$ cat src/rtl/if_stage.sv
// ---------------------------------------------------------------------------
// if_stage -- instruction fetch stage with IF/ID pipeline register.
//
// Each rising clock edge applies exactly one action, in priority order:
//   flush   : redirect PC to the word-aligned branch target, insert a bubble
//   stall   : hold PC and IF/ID unchanged
//   advance : latch the fetched word and PC+4 into IF/ID, step PC by 4
// Fetches at or beyond IM_WORDS*4 load a bubble (instr 0, valid 0), but the
// bubble still carries PC+4 and the PC still steps.
//
// Ports
//   clk_i            clock, rising edge
//   rst_i            asynchronous active-low reset
//   stall_i          hold request from the hazard unit
//   flush_i          taken-branch redirect request
//   branch_target_i  redirect PC, used when flush_i=1
//   im_addr_o        byte address to instruction memory (current PC)
//   im_instr_i       instruction word for im_addr_o (combinational memory)
//   ifid_pc4_o       IF/ID PC+4
//   ifid_instr_o     IF/ID instruction
//   ifid_valid_o     IF/ID holds a real instruction (0 = bubble)
//   fetch_cnt_o      saturating count of valid instructions loaded
//   stall_cnt_o      saturating count of stall cycles
//   flush_cnt_o      saturating count of flush cycles
// ---------------------------------------------------------------------------
module if_stage #(
    parameter logic [31:0] RESET_PC = 32'h0000_0000,
    parameter int unsigned IM_WORDS = 32,
    parameter int unsigned CNT_W    = 16
) (
    input  logic             clk_i,
    input  logic             rst_i,
    input  logic             stall_i,
    input  logic             flush_i,
    input  logic [31:0]      branch_target_i,
    output logic [31:0]      im_addr_o,
    input  logic [31:0]      im_instr_i,
    output logic [31:0]      ifid_pc4_o,
    output logic [31:0]      ifid_instr_o,
    output logic             ifid_valid_o,
    output logic [CNT_W-1:0] fetch_cnt_o,
    output logic [CNT_W-1:0] stall_cnt_o,
    output logic [CNT_W-1:0] flush_cnt_o
);

    localparam int unsigned   ADDR_W    = 32;
    // Byte limit of the valid memory region; one extra bit plus margin so
    // large IM_WORDS values cannot overflow the comparison.
    localparam logic [33:0]   IM_LIMIT  = 34'(IM_WORDS) << 2;
    localparam logic [31:0]   ALIGN_MSK = ~32'h0000_0003;
    localparam logic [31:0]   RESET_AL  = RESET_PC & ALIGN_MSK;
    localparam logic [CNT_W-1:0] CNT_MAX = {CNT_W{1'b1}};

    typedef enum logic [1:0] {
        ACT_ADVANCE = 2'd0,
        ACT_STALL   = 2'd1,
        ACT_FLUSH   = 2'd2
    } action_e;

    logic [ADDR_W-1:0] pc_q,         pc_d;
    logic [31:0]       ifid_instr_q, ifid_instr_d;
    logic [31:0]       ifid_pc4_q,   ifid_pc4_d;
    logic              ifid_valid_q, ifid_valid_d;
    logic [CNT_W-1:0]  fetch_cnt_q,  fetch_cnt_d;
    logic [CNT_W-1:0]  stall_cnt_q,  stall_cnt_d;
    logic [CNT_W-1:0]  flush_cnt_q,  flush_cnt_d;

    action_e           action;
    logic [31:0]       pc_plus4;
    logic              pc_in_range;

    // Single action per edge: flush outranks stall, stall outranks advance.
    always_comb begin
        action = ACT_ADVANCE;
        if (flush_i) begin
            action = ACT_FLUSH;
        end else if (stall_i) begin
            action = ACT_STALL;
        end
    end

    assign pc_plus4    = pc_q + 32'd4;
    assign pc_in_range = (34'(pc_q) < IM_LIMIT);

    // Next-state for PC, IF/ID and counters.
    always_comb begin
        pc_d         = pc_q;
        ifid_instr_d = ifid_instr_q;
        ifid_pc4_d   = ifid_pc4_q;
        ifid_valid_d = ifid_valid_q;
        fetch_cnt_d  = fetch_cnt_q;
        stall_cnt_d  = stall_cnt_q;
        flush_cnt_d  = flush_cnt_q;

        unique case (action)
            ACT_FLUSH: begin
                pc_d         = branch_target_i & ALIGN_MSK;
                ifid_instr_d = 32'h0;
                ifid_pc4_d   = 32'h0;
                ifid_valid_d = 1'b0;
                if (flush_cnt_q != CNT_MAX) begin
                    flush_cnt_d = flush_cnt_q + CNT_W'(1);
                end
            end
            ACT_STALL: begin
                if (stall_cnt_q != CNT_MAX) begin
                    stall_cnt_d = stall_cnt_q + CNT_W'(1);
                end
            end
            default: begin
                pc_d       = pc_plus4;
                ifid_pc4_d = pc_plus4;
                if (pc_in_range) begin
                    ifid_instr_d = im_instr_i;
                    ifid_valid_d = 1'b1;
                    if (fetch_cnt_q != CNT_MAX) begin
                        fetch_cnt_d = fetch_cnt_q + CNT_W'(1);
                    end
                end else begin
                    ifid_instr_d = 32'h0;
                    ifid_valid_d = 1'b0;
                end
            end
        endcase
    end

    // State registers; reset discards any pending stall/flush.
    always_ff @(posedge clk_i or negedge rst_i) begin
        if (!rst_i) begin
            pc_q         <= RESET_AL;
            ifid_instr_q <= 32'h0;
            ifid_pc4_q   <= 32'h0;
            ifid_valid_q <= 1'b0;
            fetch_cnt_q  <= '0;
            stall_cnt_q  <= '0;
            flush_cnt_q  <= '0;
        end else begin
            pc_q         <= pc_d;
            ifid_instr_q <= ifid_instr_d;
            ifid_pc4_q   <= ifid_pc4_d;
            ifid_valid_q <= ifid_valid_d;
            fetch_cnt_q  <= fetch_cnt_d;
            stall_cnt_q  <= stall_cnt_d;
            flush_cnt_q  <= flush_cnt_d;
        end
    end

    assign im_addr_o    = pc_q;
    assign ifid_instr_o = ifid_instr_q;
    assign ifid_pc4_o   = ifid_pc4_q;
    assign ifid_valid_o = ifid_valid_q;
    assign fetch_cnt_o  = fetch_cnt_q;
    assign stall_cnt_o  = stall_cnt_q;
    assign flush_cnt_o  = flush_cnt_q;

endmodule

$ cat config.mk
export PLATFORM = sky130hd
export DESIGN_NAME = if_stage
export DESIGN_NICKNAME = d
export VERILOG_FILES = /design/src/rtl/if_stage.sv
export SDC_FILE = /design/constraint.sdc
export NUM_CORES = 1
export LEC_CHECK = 0
export BUFFER_PORTS_ARGS = -buffer_cell sky130_fd_sc_hd__buf_2
export CAP_MARGIN = 15
export CORE_ASPECT_RATIO = 1.25
export CORE_UTILIZATION = 55
export DETAILED_ROUTE_END_ITERATION = 7
export GPL_TIMING_DRIVEN = 0
export PLACE_DENSITY_LB_ADDON = 0.08
export RECOVER_POWER = 100
export SLEW_MARGIN = 20
export SYNTH_ARGS = -nofsm -noshare
export SYNTH_HDL_FRONTEND = slang
export SYNTH_SLANG_ARGS = --single-unit
$ cat constraint.sdc
create_clock -name clk_i -period 4.9 [get_ports clk_i]
set_input_delay 0.735 -clock clk_i [delete_from_list [all_inputs] [get_ports clk_i]]
set_output_delay 0.735 -clock clk_i [all_outputs]
set_load 0.005 [all_outputs]
==> metrics.md <==
| Metric | Value |
|---|---|
| Max-slew violations | 79 |
| Yosys cell types | 43 |
| Remaining Overflow, GRT | 0 |
| Final setup violation count | 0 |
| Top area cells in the synthesized netlist | dfrtp_1 52%, xnor2_1 7.8%, xor2_1 4.6% |
| Die Y | 127 um |
| Num ports | 213 |
| Worst Path Max Fanout | 9 |
| Die width | 102 um |
| HPWL reported at the end of detailed placement | 13000 um |
| Worst EP required | 5200 ps |
| Slowest Stage Delay on Critical Path | 960 ps |
| Depth of the CTS H-tree | 4 |
| Tcrit/Tclk final | 54.0% |
| Most common flop cell mapped by yosys | dfrtp_1 |
| Routed Wire Length | 17800 um |
| First-pass GRT wire length | 29100 um |
| Ys Warns | 0 |
| Final GP Congestion | 0.844 |
| Fmax | 378 MHz |
| Skew-Pair Late Insertion Delay | 420 ps |
| Post-synth ARST share | 100% |
| Clock Path Buffers | 2 |
| Tightest Hold Check Type | in2async |
| Core box area | 0.0122 mm^2 |
| Status | finished with violations |
| Number of fill cells | 1019 |
| Number of global-route vias before repair | 5933 |
| Fin crit period | 2640 ps |
| Commonest non-fill, non-tap cell in the layout | dfrtp_1 |
| Largest net degree at the start of global routing | 79 |
| Leak | 0.00405 uW |
| Bufs and invs on worst path | 1 |
| Initial antenna violation count | 4 |
| WL/cell | 16.5 um |
| Total CTS buffers | 17 |
| Core Util, Final | 70.9% |
| Netlist Area Pre-Place | 0.00688 mm^2 |
| RSZ-0062 raised after global routing | no |
| PD cells | 357 mW/mm^2 |
| Postcts setup bufs | 0 |
| Final hold vios | 0 |
| Average size of a mapped cell | 10.2 um^2 |
| Synthesized netlist cell count | 676 |
| Fin Setup TNS | 0 ps |
| Vias per cell | 5.49 |
| Least-Margin Pin Slew | 1920 ps |
| Initial Utilization | 56.6% |
| Worst EP arrival | 2950 ps |
| Final worst slack | 2260 ps |
| Via count | 5941 |
| Setup crit start kind | flip-flop |
| Clock root buffer | clkbuf_16 |
| Crit end category | flip-flop |
| Die footprint | 0.0130 mm^2 |
| Largest area contributor in the netlist | dfrtp_1 |
| Tot GR Track Use | 29.1% |
| # Max-Cap Violations | 1 |
| CTS tree | done |
| CP delay by family, top | simple AND/OR/NAND/NOR gates |
| Drt drc | 0 |
| Share of the synthesized area in the top cell type | 51.6% |
| CTS Sinks | 142 |
| Failing checks | capacitance limit, slew limit |
| Layout cells sized above 1 | 20.5% |
| Register area | 0.00355 mm^2 |
| Pre-CTS setup slack | 2120 ps |
| Layout Nets | 977 |
| WS Path Type | reg2reg |
| Multi-input gate area | 0.00304 mm^2 |
| Syn-to-layout area delta | 25.2% |
| Cells along the critical path | clkbuf_1, nand4_1, nor3_1, nand3_1, xnor2_1, o21a_1 |
| Post-route antenna net violation count | 0 |
| Post-synthesis sequential area ratio | 51.6% |
| IO buf count | 208 |
| Starting DRC count in detailed routing | 237 |
| Slew headroom | -28.2% |
| Post-synth EDFFs | 0 |
| Slowest cell on the critical path | nor3_1 |
| Most frequent cells in the layout | 142 x dfrtp_1, 141 x buf_2, 104 x clkbuf_1, 62 x nand2_1, 61 x xnor2_1 |
| Maximum vdd drop | 220 uV |
| Clock transition at the registers of the reported paths | 60 ps |
| First-pass DRT Iterations | 5 |
| Cts repair resizes | 0 |
| Row Count | 45 |
| Hold_buf cts | 0 |
| Fin Clk Skew | 10.2 ps |
| Flops & latches, synth | 142 |
## cell usage after synthesis, types with 2 or more instances
master,number
nor2b_1,6
xnor2_1,61
nor3_1,24
buf_1,4
o21ai_1,4
o21ai_0,27
nand3_1,29
mux2_2,5
nand2b_1,2
clkbuf_1,25
a21oi_1,22
inv_1,19
and4_1,5
nand4_1,28
nor2_1,44
buf_4,6
dfrtp_1,142
buf_2,8
xor2_1,36
ha_1,4
or3_1,3
nand4b_1,5
nand2_1,62
and3_1,15
mux2i_1,11
nor4_1,13
a21o_1,2
a41oi_1,2
and2_1,3
a22o_1,32
o21a_1,15
## cell families (layout without fill, tap and decap cells)
| kind of cell | Yosys count | count (layout) | share of synthesized area, % |
|---|---|---|---|
| buffers and inverters | 63 | 303 | 4.02 |
| AND/OR/NAND/NOR | 247 | 247 | 18.6 |
| AO/OA/AOI/OAI | 106 | 106 | 10.3 |
| adder cells (fa/ha/maj) | 4 | 4 | 0.727 |
| other | 1 | 3 | 0.0545 |
| XOR/XNOR | 97 | 97 | 12.3 |
| multiplexers | 16 | 16 | 2.42 |
| flip-flops | 142 | 142 | 51.6 |
## worst paths after layout
path / slack (ps) / from / endpoint / cells past startpoint
worst max register to register: 2260 / im_addr_o[8] / ifid_pc4_o[24] / 6
worst min register to register: 490 / flush_cnt_o[14] / flush_cnt_o[14] / 1
worst min-delay path: 240 / rst_i / ifid_pc4_o[28] / 1
max in group asynchronous: 2440 / rst_i / im_addr_o[8] / 2
min in group clk_i: 490 / flush_cnt_o[14] / flush_cnt_o[14] / 1
worst max-delay path: 2260 / im_addr_o[8] / ifid_pc4_o[24] / 6
## power breakdown
| group | internal (uW) | switching [uW] | total [uW] |
|---|---|---|---|
| clock | 786 | 489 | 1270 |
| sequential | 1270 | 119 | 1390 |
| combinational | 188 | 229 | 418 |
| total | 2240 | 838 | 3080 |
## metrics by stage
step	hold WS, ps	cell area (um^2)	power [uW]	instances
2_1_floorplan	439	6890	1610	677
3_3_place_gp	461	8130	1820	1049
3_5_place_dp	478	8170	1840	1050
4_1_cts	263	8760	3110	1081
5_1_grt	268	8620	3210	1082
6_report	238	8620	3080	1082
## final cells by class
class                   instances  area share (%)
well taps                     164            2.38
diodes                          1          0.0290
repair buffers                209            11.2
multi-input cells             472            35.3
clock buffers                  21            5.46
clock inverters                10            1.32
plain buffers                  44            2.24
flip-flops and latches        142            41.2
inverters                      19           0.828
## per-layer routing
| metal | wire, um | GRT usage, % | vias to the layer above |
|---|---|---|---|
| met5 | 0 | 0 | - |
| met4 | 524 | 11.9 | 0 |
| met3 | 1380 | 9.46 | 39 |
| met2 | 8650 | 45.9 | 236 |
| met1 | 7260 | 36.8 | 2845 |
| li1 | - | - | 2821 |
## registers in the layout, summed over array words and instances, names as in the netlist
name,cells
fetch_cnt_o,16
flush_cnt_o,16
ifid_instr_o,32
ifid_pc4_o,31
ifid_valid_o,1
im_addr_o,30
stall_cnt_o,16
## worst register-to-register path: cells and delay by family, from the launching register on
kind	cells	cell delay (ps)
AND/OR/NAND/NOR	3	1570
flip-flops	1	330
buffers and inverters	1	270
XOR/XNOR	1	190
AO/OA/AOI/OAI	1	180
(Power assumes the default switching activity.)
